### config.mk
export PLATFORM = sky130hd
export DESIGN_NAME = pc_fetch_unit_flat
export DESIGN_NICKNAME = d
export VERILOG_FILES = /design/src/rtl/pc_fetch_unit_if.sv /design/src/rtl/pc_fetch_unit.sv /design/src/flat_wrapper.sv
export SDC_FILE = /design/constraint.sdc
export NUM_CORES = 1
export LEC_CHECK = 0
export BUFFER_PORTS_ARGS = -buffer_cell sky130_fd_sc_hd__buf_2
export CORE_MARGIN = 2
export CORE_UTILIZATION = 50
export CTS_CLUSTER_DIAMETER = 100
export DETAILED_ROUTE_END_ITERATION = 10
export GPL_TIMING_DRIVEN = 0
export PLACE_DENSITY = 0.81
export SLEW_MARGIN = 10
export SYNTH_ARGS = -nofsm -noshare
export SYNTH_HDL_FRONTEND = slang
export SYNTH_SLANG_ARGS = --single-unit
export TNS_END_PERCENT = 50
### constraint.sdc
create_clock -name clk_i -period 3.1 [get_ports clk_i]
set_clock_uncertainty 0.2 [all_clocks]
set_input_delay 0.31 -clock clk_i [delete_from_list [all_inputs] [get_ports clk_i]]
set_output_delay 0.31 -clock clk_i [all_outputs]
set_load 0.01 [all_outputs]
### src/rtl/pc_fetch_unit_if.sv
// Bundle of the IF-stage signals: redirect input, hazard stall, imem handshake, IF/ID outputs
// and performance counters. The slave modport is the fetch unit; the master is its environment.
interface pc_fetch_unit_if #(
  parameter int CNT_W = 32
);
  logic             pc_sel;
  logic [31:0]      branch_target;
  logic             hold;
  logic             imem_busywait;
  logic [31:0]      instr_in;
  logic             imem_read;
  logic [31:0]      imem_addr;
  logic [31:0]      ifid_pc;
  logic [31:0]      ifid_instr;
  logic             ifid_valid;
  logic             flush;
  logic [CNT_W-1:0] redirect_cnt;
  logic [CNT_W-1:0] bubble_cnt;

  modport master (
    output pc_sel, branch_target, hold, imem_busywait, instr_in,
    input  imem_read, imem_addr, ifid_pc, ifid_instr, ifid_valid, flush,
           redirect_cnt, bubble_cnt
  );

  modport slave (
    input  pc_sel, branch_target, hold, imem_busywait, instr_in,
    output imem_read, imem_addr, ifid_pc, ifid_instr, ifid_valid, flush,
           redirect_cnt, bubble_cnt
  );
endinterface

### src/rtl/pc_fetch_unit.sv
// IF-stage PC sequencer and IF/ID register with redirect, drain of wrong-path imem accesses and stalls.
// Optional saturating redirect/bubble counters are enabled by defining FETCH_PERF_CNT_EN.
module pc_fetch_unit #(
  parameter logic [31:0] RESET_PC = 32'h0000_0000,
  parameter int          CNT_W    = 32
) (
  input  logic            clk_i,
  input  logic            reset_i,
  pc_fetch_unit_if.slave  bus_if
);

  localparam logic [31:0] NOP = 32'h0000_0013;

  typedef enum logic [1:0] {
    IDLE  = 2'd0,
    FETCH = 2'd1,
    DRAIN = 2'd2
  } state_t;

  state_t      state_q;
  logic [31:0] pc_q;
  logic [31:0] pend_pc_q;
  logic [31:0] ifid_pc_q;
  logic [31:0] ifid_instr_q;
  logic        ifid_valid_q;

  logic [31:0] target_d;
  logic        bubble_load_d;
  logic        flush_d;
  logic        unused_target_lsbs;

  assign target_d           = {bus_if.branch_target[31:2], 2'b00};
  assign unused_target_lsbs = ^bus_if.branch_target[1:0];
  assign flush_d            = bus_if.pc_sel & (state_q != IDLE);

  // Edges that load a bubble into IF/ID; HOLD outranks a busy imem in FETCH.
  always_comb begin
    bubble_load_d = 1'b0;
    case (state_q)
      FETCH:   bubble_load_d = bus_if.pc_sel | (~bus_if.hold & bus_if.imem_busywait);
      DRAIN:   bubble_load_d = 1'b1;
      default: bubble_load_d = 1'b0;
    endcase
  end

  always_ff @(posedge clk_i) begin
    if (reset_i) begin
      state_q      <= IDLE;
      pc_q         <= RESET_PC;
      pend_pc_q    <= 32'h0;
      ifid_pc_q    <= 32'h0;
      ifid_instr_q <= NOP;
      ifid_valid_q <= 1'b0;
    end else begin
      case (state_q)
        IDLE: begin
          state_q <= FETCH;
        end
        FETCH: begin
          if (bus_if.pc_sel) begin
            ifid_valid_q <= 1'b0;
            ifid_instr_q <= NOP;
            if (bus_if.imem_busywait) begin
              pend_pc_q <= target_d;
              state_q   <= DRAIN;
            end else begin
              pc_q <= target_d;
            end
          end else if (bus_if.hold) begin
            pc_q <= pc_q;
          end else if (bus_if.imem_busywait) begin
            ifid_valid_q <= 1'b0;
            ifid_instr_q <= NOP;
          end else begin
            ifid_pc_q    <= pc_q;
            ifid_instr_q <= bus_if.instr_in;
            ifid_valid_q <= 1'b1;
            pc_q         <= pc_q + 32'd4;
          end
        end
        DRAIN: begin
          // The in-flight access belongs to the wrong path: its data is dropped.
          ifid_valid_q <= 1'b0;
          ifid_instr_q <= NOP;
          if (bus_if.pc_sel) begin
            pend_pc_q <= target_d;
          end
          if (!bus_if.imem_busywait) begin
            pc_q    <= bus_if.pc_sel ? target_d : pend_pc_q;
            state_q <= FETCH;
          end
        end
        default: begin
          state_q <= IDLE;
        end
      endcase
    end
  end

  assign bus_if.imem_addr  = pc_q;
  assign bus_if.imem_read  = (state_q != IDLE);
  assign bus_if.flush      = flush_d;
  assign bus_if.ifid_pc    = ifid_pc_q;
  assign bus_if.ifid_instr = ifid_instr_q;
  assign bus_if.ifid_valid = ifid_valid_q;

`ifdef FETCH_PERF_CNT_EN
  logic [CNT_W-1:0] redirect_cnt_q;
  logic [CNT_W-1:0] bubble_cnt_q;

  always_ff @(posedge clk_i) begin
    if (reset_i) begin
      redirect_cnt_q <= '0;
      bubble_cnt_q   <= '0;
    end else begin
      if (flush_d && (redirect_cnt_q != {CNT_W{1'b1}})) begin
        redirect_cnt_q <= redirect_cnt_q + 1'b1;
      end
      if (bubble_load_d && (bubble_cnt_q != {CNT_W{1'b1}})) begin
        bubble_cnt_q <= bubble_cnt_q + 1'b1;
      end
    end
  end

  assign bus_if.redirect_cnt = redirect_cnt_q;
  assign bus_if.bubble_cnt   = bubble_cnt_q;
`else
  logic unused_bubble_load;
  assign unused_bubble_load  = bubble_load_d;
  assign bus_if.redirect_cnt = {CNT_W{1'b0}};
  assign bus_if.bubble_cnt   = {CNT_W{1'b0}};
`endif

endmodule

### src/flat_wrapper.sv
// flat-port wrapper written by rule: the top's interface ports become plain ports
module pc_fetch_unit_flat 
#(
  parameter logic [31:0] RESET_PC = 32'h0000_0000,
  parameter int          CNT_W    = 32
)
  (clk_i, reset_i, bus_if_pc_sel, bus_if_branch_target, bus_if_hold, bus_if_imem_busywait, bus_if_instr_in, bus_if_imem_read, bus_if_imem_addr, bus_if_ifid_pc, bus_if_ifid_instr, bus_if_ifid_valid, bus_if_flush, bus_if_redirect_cnt, bus_if_bubble_cnt);
  pc_fetch_unit_if #(.CNT_W(CNT_W)) bus_if_i ();
  input  logic clk_i;
  input  logic reset_i;
  input wire logic [$bits(bus_if_i.pc_sel)-1:0] bus_if_pc_sel;
  input wire logic [$bits(bus_if_i.branch_target)-1:0] bus_if_branch_target;
  input wire logic [$bits(bus_if_i.hold)-1:0] bus_if_hold;
  input wire logic [$bits(bus_if_i.imem_busywait)-1:0] bus_if_imem_busywait;
  input wire logic [$bits(bus_if_i.instr_in)-1:0] bus_if_instr_in;
  output wire logic [$bits(bus_if_i.imem_read)-1:0] bus_if_imem_read;
  output wire logic [$bits(bus_if_i.imem_addr)-1:0] bus_if_imem_addr;
  output wire logic [$bits(bus_if_i.ifid_pc)-1:0] bus_if_ifid_pc;
  output wire logic [$bits(bus_if_i.ifid_instr)-1:0] bus_if_ifid_instr;
  output wire logic [$bits(bus_if_i.ifid_valid)-1:0] bus_if_ifid_valid;
  output wire logic [$bits(bus_if_i.flush)-1:0] bus_if_flush;
  output wire logic [$bits(bus_if_i.redirect_cnt)-1:0] bus_if_redirect_cnt;
  output wire logic [$bits(bus_if_i.bubble_cnt)-1:0] bus_if_bubble_cnt;
  assign bus_if_i.pc_sel = bus_if_pc_sel;
  assign bus_if_i.branch_target = bus_if_branch_target;
  assign bus_if_i.hold = bus_if_hold;
  assign bus_if_i.imem_busywait = bus_if_imem_busywait;
  assign bus_if_i.instr_in = bus_if_instr_in;
  assign bus_if_imem_read = bus_if_i.imem_read;
  assign bus_if_imem_addr = bus_if_i.imem_addr;
  assign bus_if_ifid_pc = bus_if_i.ifid_pc;
  assign bus_if_ifid_instr = bus_if_i.ifid_instr;
  assign bus_if_ifid_valid = bus_if_i.ifid_valid;
  assign bus_if_flush = bus_if_i.flush;
  assign bus_if_redirect_cnt = bus_if_i.redirect_cnt;
  assign bus_if_bubble_cnt = bus_if_i.bubble_cnt;
  pc_fetch_unit #(.RESET_PC(RESET_PC), .CNT_W(CNT_W)) u_core (.clk_i(clk_i), .reset_i(reset_i), .bus_if(bus_if_i));
endmodule
---- After elaboration in Yosys (flattened, before gate mapping) ----
Index checks and enable logic that the tools add are counted.
storage, ports and cells
  flip-flop bits (word level) ............. 131
  latch bits .............................. 0
  bits in writable memories ............... 0
  memory bits (read-only) ................. 0
  input port bits ......................... 69
  output and inout port bits .............. 163
  logic and storage cells ................. 48
  memories kept ........................... 0
cells by class
  $add $sub $neg .......................... 1
  multiply operators ...................... 0
  divide/modulo/power cells ............... 0
  order comparisons ....................... 0
  equal/unequal tests ..................... 7
  shift-type cells ........................ 0
  multiplexer cells ....................... 22
  bitwise logic cells ..................... 4
  reductions and logical operators ........ 8
operators with widths
  kind                     count
  $mux W32                 11
  $pmux W32 S2             3
  $add A32 B3 Y32 const B  1
  $ne A2 B2 Y1 const B     4
  $reduce_and A4 Y1        2
  $mux W2                  3
  $pmux W2 S3              1
  $reduce_and A3 Y1        2
  $reduce_bool A2 Y1       2
  $mux W1                  3
  $ne A3 B3 Y1 const B     1
  $not A1 Y1               3
  $eq A2 B1 Y1 const B     1
  $eq A2 B2 Y1 const B     1
  $logic_not A2 Y1         1
  $pmux W1 S2              1
  $reduce_and A2 Y1        1
  $and A1 B1 Y1            1

---- Depth between registers and ports, before layout ----
  word-level depth ........................ 5
  mapped depth ............................ 10
  mapped depth without buffers ............ 7

---- Least setup slack after synthesis ----
Ideal clock, no wire load.
  path kind ............................... register to register
  start ................................... register u_core.pc_q[10] (netlist: u_core.bus_if.imem_addr[10])
  end ..................................... register u_core.pc_q[31] (netlist: u_core.bus_if.imem_addr[31])
  setup time .............................. 122 ps
  data arrival time ....................... 1933 ps
  data required time ...................... 2778 ps
  setup slack ............................. 844 ps
  cell stages (with the launch flop) ...... 8
  buffers on the path ..................... 2
  clock period less this slack ............ 2256 ps
  path through ............................ dfxtp_1 buf_2 nand4_4 or3_1 clkbuf_2 or4_4 o211ai_1 o21ai_1
on the way
  cells in the longest elaborated chain, start to end .. 5
RTL lines
  item                      line                 source
  start: declaration        pc_fetch_unit.sv:21  logic [31:0] pc_q;
  start signal: assignment  pc_fetch_unit.sv:67  pc_q <= target_d;
  start signal: assignment  pc_fetch_unit.sv:70  pc_q <= pc_q;
  start signal: assignment  pc_fetch_unit.sv:78  pc_q <= pc_q + 32'd4;
  $add A32 B3 Y32           pc_fetch_unit.sv:78
  $mux W32                  pc_fetch_unit.sv:71  end else if (bus_if.imem_busywait) begin
  $mux W32                  pc_fetch_unit.sv:69  end else if (bus_if.hold) begin
  $mux W32                  pc_fetch_unit.sv:60  if (bus_if.pc_sel) begin
  $pmux W32 S2              pc_fetch_unit.sv:55  case (state_q)
Every way passes these cells. The select of a mux whose other input is x is not followed.
A chain may end at the register's enable or synchronous reset.

---- Worst setup path in the final report ----
  start ................................... register u_core.state_q[1]
  end ..................................... register u_core.pc_q[14] (netlist: u_core.bus_if.imem_addr[14])
on the way
  cells in the longest elaborated chain, start to end .. 3
RTL lines
  item                                                 line                 source
  start: declaration                                   pc_fetch_unit.sv:20  state_t state_q;
  start signal: assignment                             pc_fetch_unit.sv:48  state_q <= IDLE;
  start signal: assignment                             pc_fetch_unit.sv:57  state_q <= FETCH;
  start signal: assignment                             pc_fetch_unit.sv:65  state_q <= DRAIN;
  $eq A2 B1 Y1 / $eq A2 B2 Y1 (equally long branches)  pc_fetch_unit.sv:55
  $ne A3 B3 Y1 (no line) (tied with other cells)       n/a
  $reduce_and A4 Y1 (no line)                          n/a
Several ways; a longest one is shown, not always the timed one.

==> metrics.csv <==
stage,metric,value,unit
timing,worst slew pin tran,0.945,ns
routing,DRC Markers,0,
placed_design,Post-DP HPWL,13900,um
critical_path,CP max FO,10,
layout,area of the multi-input gates,3080,um^2
power_and_ir_drop,leakage power,0.00380,uW
yosys,"FFs w/ async S/R, synth",0,%
yosys,register area share after synthesis,42.0,%
layout,Register Area,2620,um^2
routing,Via density,5.34,
routing,Routed met3 length,2300,um
yosys,top-area cell type share of the netlist area,42.0,%
timing,maximum clock rate,344,MHz
critical_path,critical path arrival,3.04,ns
yosys,most frequent cell after synthesis,nand2_1,
yosys,"area leader, netlist",dfxtp_1,
clocking,Worst-Skew Late Latency,0.42,ns
layout,ant diodes,0,
yosys,Syn Inst Count,820,
layout,layout cells sized above 1,23.8,%
floorplan,Starting Density,51.6,%
routing,WL/cell,15.7,um
global_route,vias in the first global route,6167,
routing,max layer used,met4,
routing,WL final,20600,um
run,number of max-cap violations,0,
floorplan,area of the die,13400,um^2
yosys,top post-synthesis cells by count,"nand2_1, dfxtp_1, a21oi_1",
clocking,"Reg clk slew, reported paths",0.06,ns
routing,Detailed Routing Iterations Pass 1,6,
floorplan,number of core rows,40,
floorplan,IO Count,232,
layout,final instance area,8720,um^2
timing,RSZ-0062 raised after global routing,no,
critical_path,CP Class,reg2reg,
routing,Initial DRC Count,978,
global_route,global-route wire length before repair,31200,um
routing,metal1 wirelength,8180,um
timing,Final Cycle Share,93.8,%
global_route,total gr overflow,0,
critical_path,CP Launch Type,register,
yosys,Mean Syn Cell Area,7.62,um^2
floorplan,CORE AREA,12100,um^2
yosys,Ys Warns,0,
floorplan,Die W,116,um
yosys,"FF+latch count, synth",131,
yosys,library cells used by synthesis,56,
yosys,Synth area leaders,"dfxtp_1, nand2_1, a21oi_1",
clocking,Clock Sinks,131,
routing,Final ANT Viol Nets,0,
layout,final net count,1201,
power_and_ir_drop,Max VDD drop,0.374,mV
clocking,Inserted Clock Buffers,17,
timing,TNS Setup,0,ns
yosys,Post-Syn Area,6250,um^2
global_route,largest net degree at the start of global routing,17,
floorplan,Die Ht,116,um
clocking,clock root cell,clkbuf_16,
clocking,CTS tree,built,
power_and_ir_drop,pwr/cell area,537,nW/um^2
placed_design,Post-DP Area,7520,um^2
routing,via count,6995,
timing,post-layout min period,2.91,ns
timing,Slew Limit Fails,0,
timing,final setup fails,0,
run_status,outcome,finished clean,
timing,Fin. Hold Viols,0,
yosys,Post-synth top flop,dfxtp_1,
clocking,Clock Path Buffers,2,
layout,Area Growth Syn to Fin,39.5,%
critical_path,critical path endpoint category,register,
global_route,initial antenna violation count,0,
hold_path,HP Class,in2reg,
routing,DR WL met2,9410,um
global_route,gr usage total,29.9,%
critical_path,WP data required,3.23,ns
placed_design,gp weighted congestion,0.971,
layout,fillers,1000,
clocking,Post-CTS Setup Inserts,0,
placed_design,PortBufs,164,
yosys,Post-synth EDFFs,0,
clocking,H-tree depth,4,
timing,Slew headroom,36.4,%
==> path summary, 6_finish.rpt <==
kind / slack, ns / to / startpoint / depth (start not counted)
max: 0.19 / u_core.bus_if.imem_addr[14]$_SDFFE_PP0P_ / u_core.state_q[1]$_SDFFE_PP0P_ / 9
min: 0.12 / u_core.bus_if.ifid_pc[1]$_SDFFE_PP0P_ / bus_if_hold / 4
max reg2reg: 0.19 / u_core.bus_if.imem_addr[14]$_SDFFE_PP0P_ / u_core.state_q[1]$_SDFFE_PP0P_ / 9
min reg2reg: 0.25 / u_core.bus_if.ifid_pc[25]$_SDFFE_PP0P_ / u_core.bus_if.ifid_pc[25]$_SDFFE_PP0P_ / 2
==> layout make-up <==
class	instances	share of cell area (%)
Buffer	123	8.11
Multi-Input combinational cell	609	35.3
Clock inverter	12	1.54
Tap cell	168	2.41
Sequential cell	131	30.1
Clock buffer	20	5.12
Timing Repair Buffer	226	16.5
Inverter	20	0.861
==> report_power, final <==
part	total [uW]	internal, uW	switching, uW
sequential	1880	1780	99.1
clock	1970	1210	769
combinational	823	322	502
total	4680	3310	1370
==> through the flow <==
step                      total power [uW]  hold slack, ns  setup slack [ns]  instances  utilization [%]
after detailed placement              2640           0.243             0.360       1215             62.1
final                                 4680           0.123             0.192       1309             72.0
after global placement                2630           0.239             0.425       1215             62.1
after floorplan                       2380           0.217             0.844        883                -
after CTS                             4640           0.116             0.312       1309             72.0
after global routing                  4840           0.159            0.0680       1309             72.0
==> cell families after synthesis <==
kind of cell,share of synthesized area [%]
AND/OR/NAND/NOR,21.4
adder cells (fa/ha/maj),0.801
multiplexers,1.12
AO/OA/AOI/OAI,21.8
other,0.0600
XOR/XNOR,0.280
flip-flops,42.0
buffers and inverters,12.5
==> critical path, stage by stage, from the launching register on <==
cell,delay [ns]
dfxtp_1,0.33
inv_1,0.09
ha_1,0.15
buf_2,0.19
nor2_1,0.08
a211oi_1,0.54
clkbuf_1,0.50
clkbuf_1,0.38
o21ai_0,0.16
a21oi_1,0.19
==> state kept, by name, indices dropped and copies added, names as in the netlist <==
| signal | cells |
|---|---|
| u_core.pend_pc_q | 32 |
| u_core.bus_if.ifid_valid | 1 |
| u_core.bus_if.imem_addr | 32 |
| u_core.bus_if.ifid_pc | 32 |
| u_core.bus_if.ifid_instr | 32 |
| u_core.state_q | 2 |
==> timing repair <==
| item | CTS | global route |
|---|---|---|
| setup endpoints to repair | 0 | 8 |
| endpoints found under the hold margin | 62 | 0 |
| hold buffers | 62 | 0 |
| resized for setup | 0 | 2 |
==> cell usage in the layout, fill, tap and decap left out, types with 17 or more instances in the layout <==
cell,synthesis,final
nand2_1,181,181
dfxtp_1,131,131
buf_4,64,64
inv_1,20,20
a22oi_1,30,30
clkbuf_1,52,53
buf_2,2,166
conb_1,1,64
a21oi_1,110,110
o21ai_0,40,40
dlygate4sd3_1,0,62
nor2_1,47,47
clkbuf_16,0,17
==> metal layers <==
metal  vias up  GRT usage [%]
met5         -              0
met1      3127           39.7
met4         0           13.8
met3        69           6.69
met2       482           46.5
li1       3317              -
Note: power is estimated with default switching activity, not from simulation.
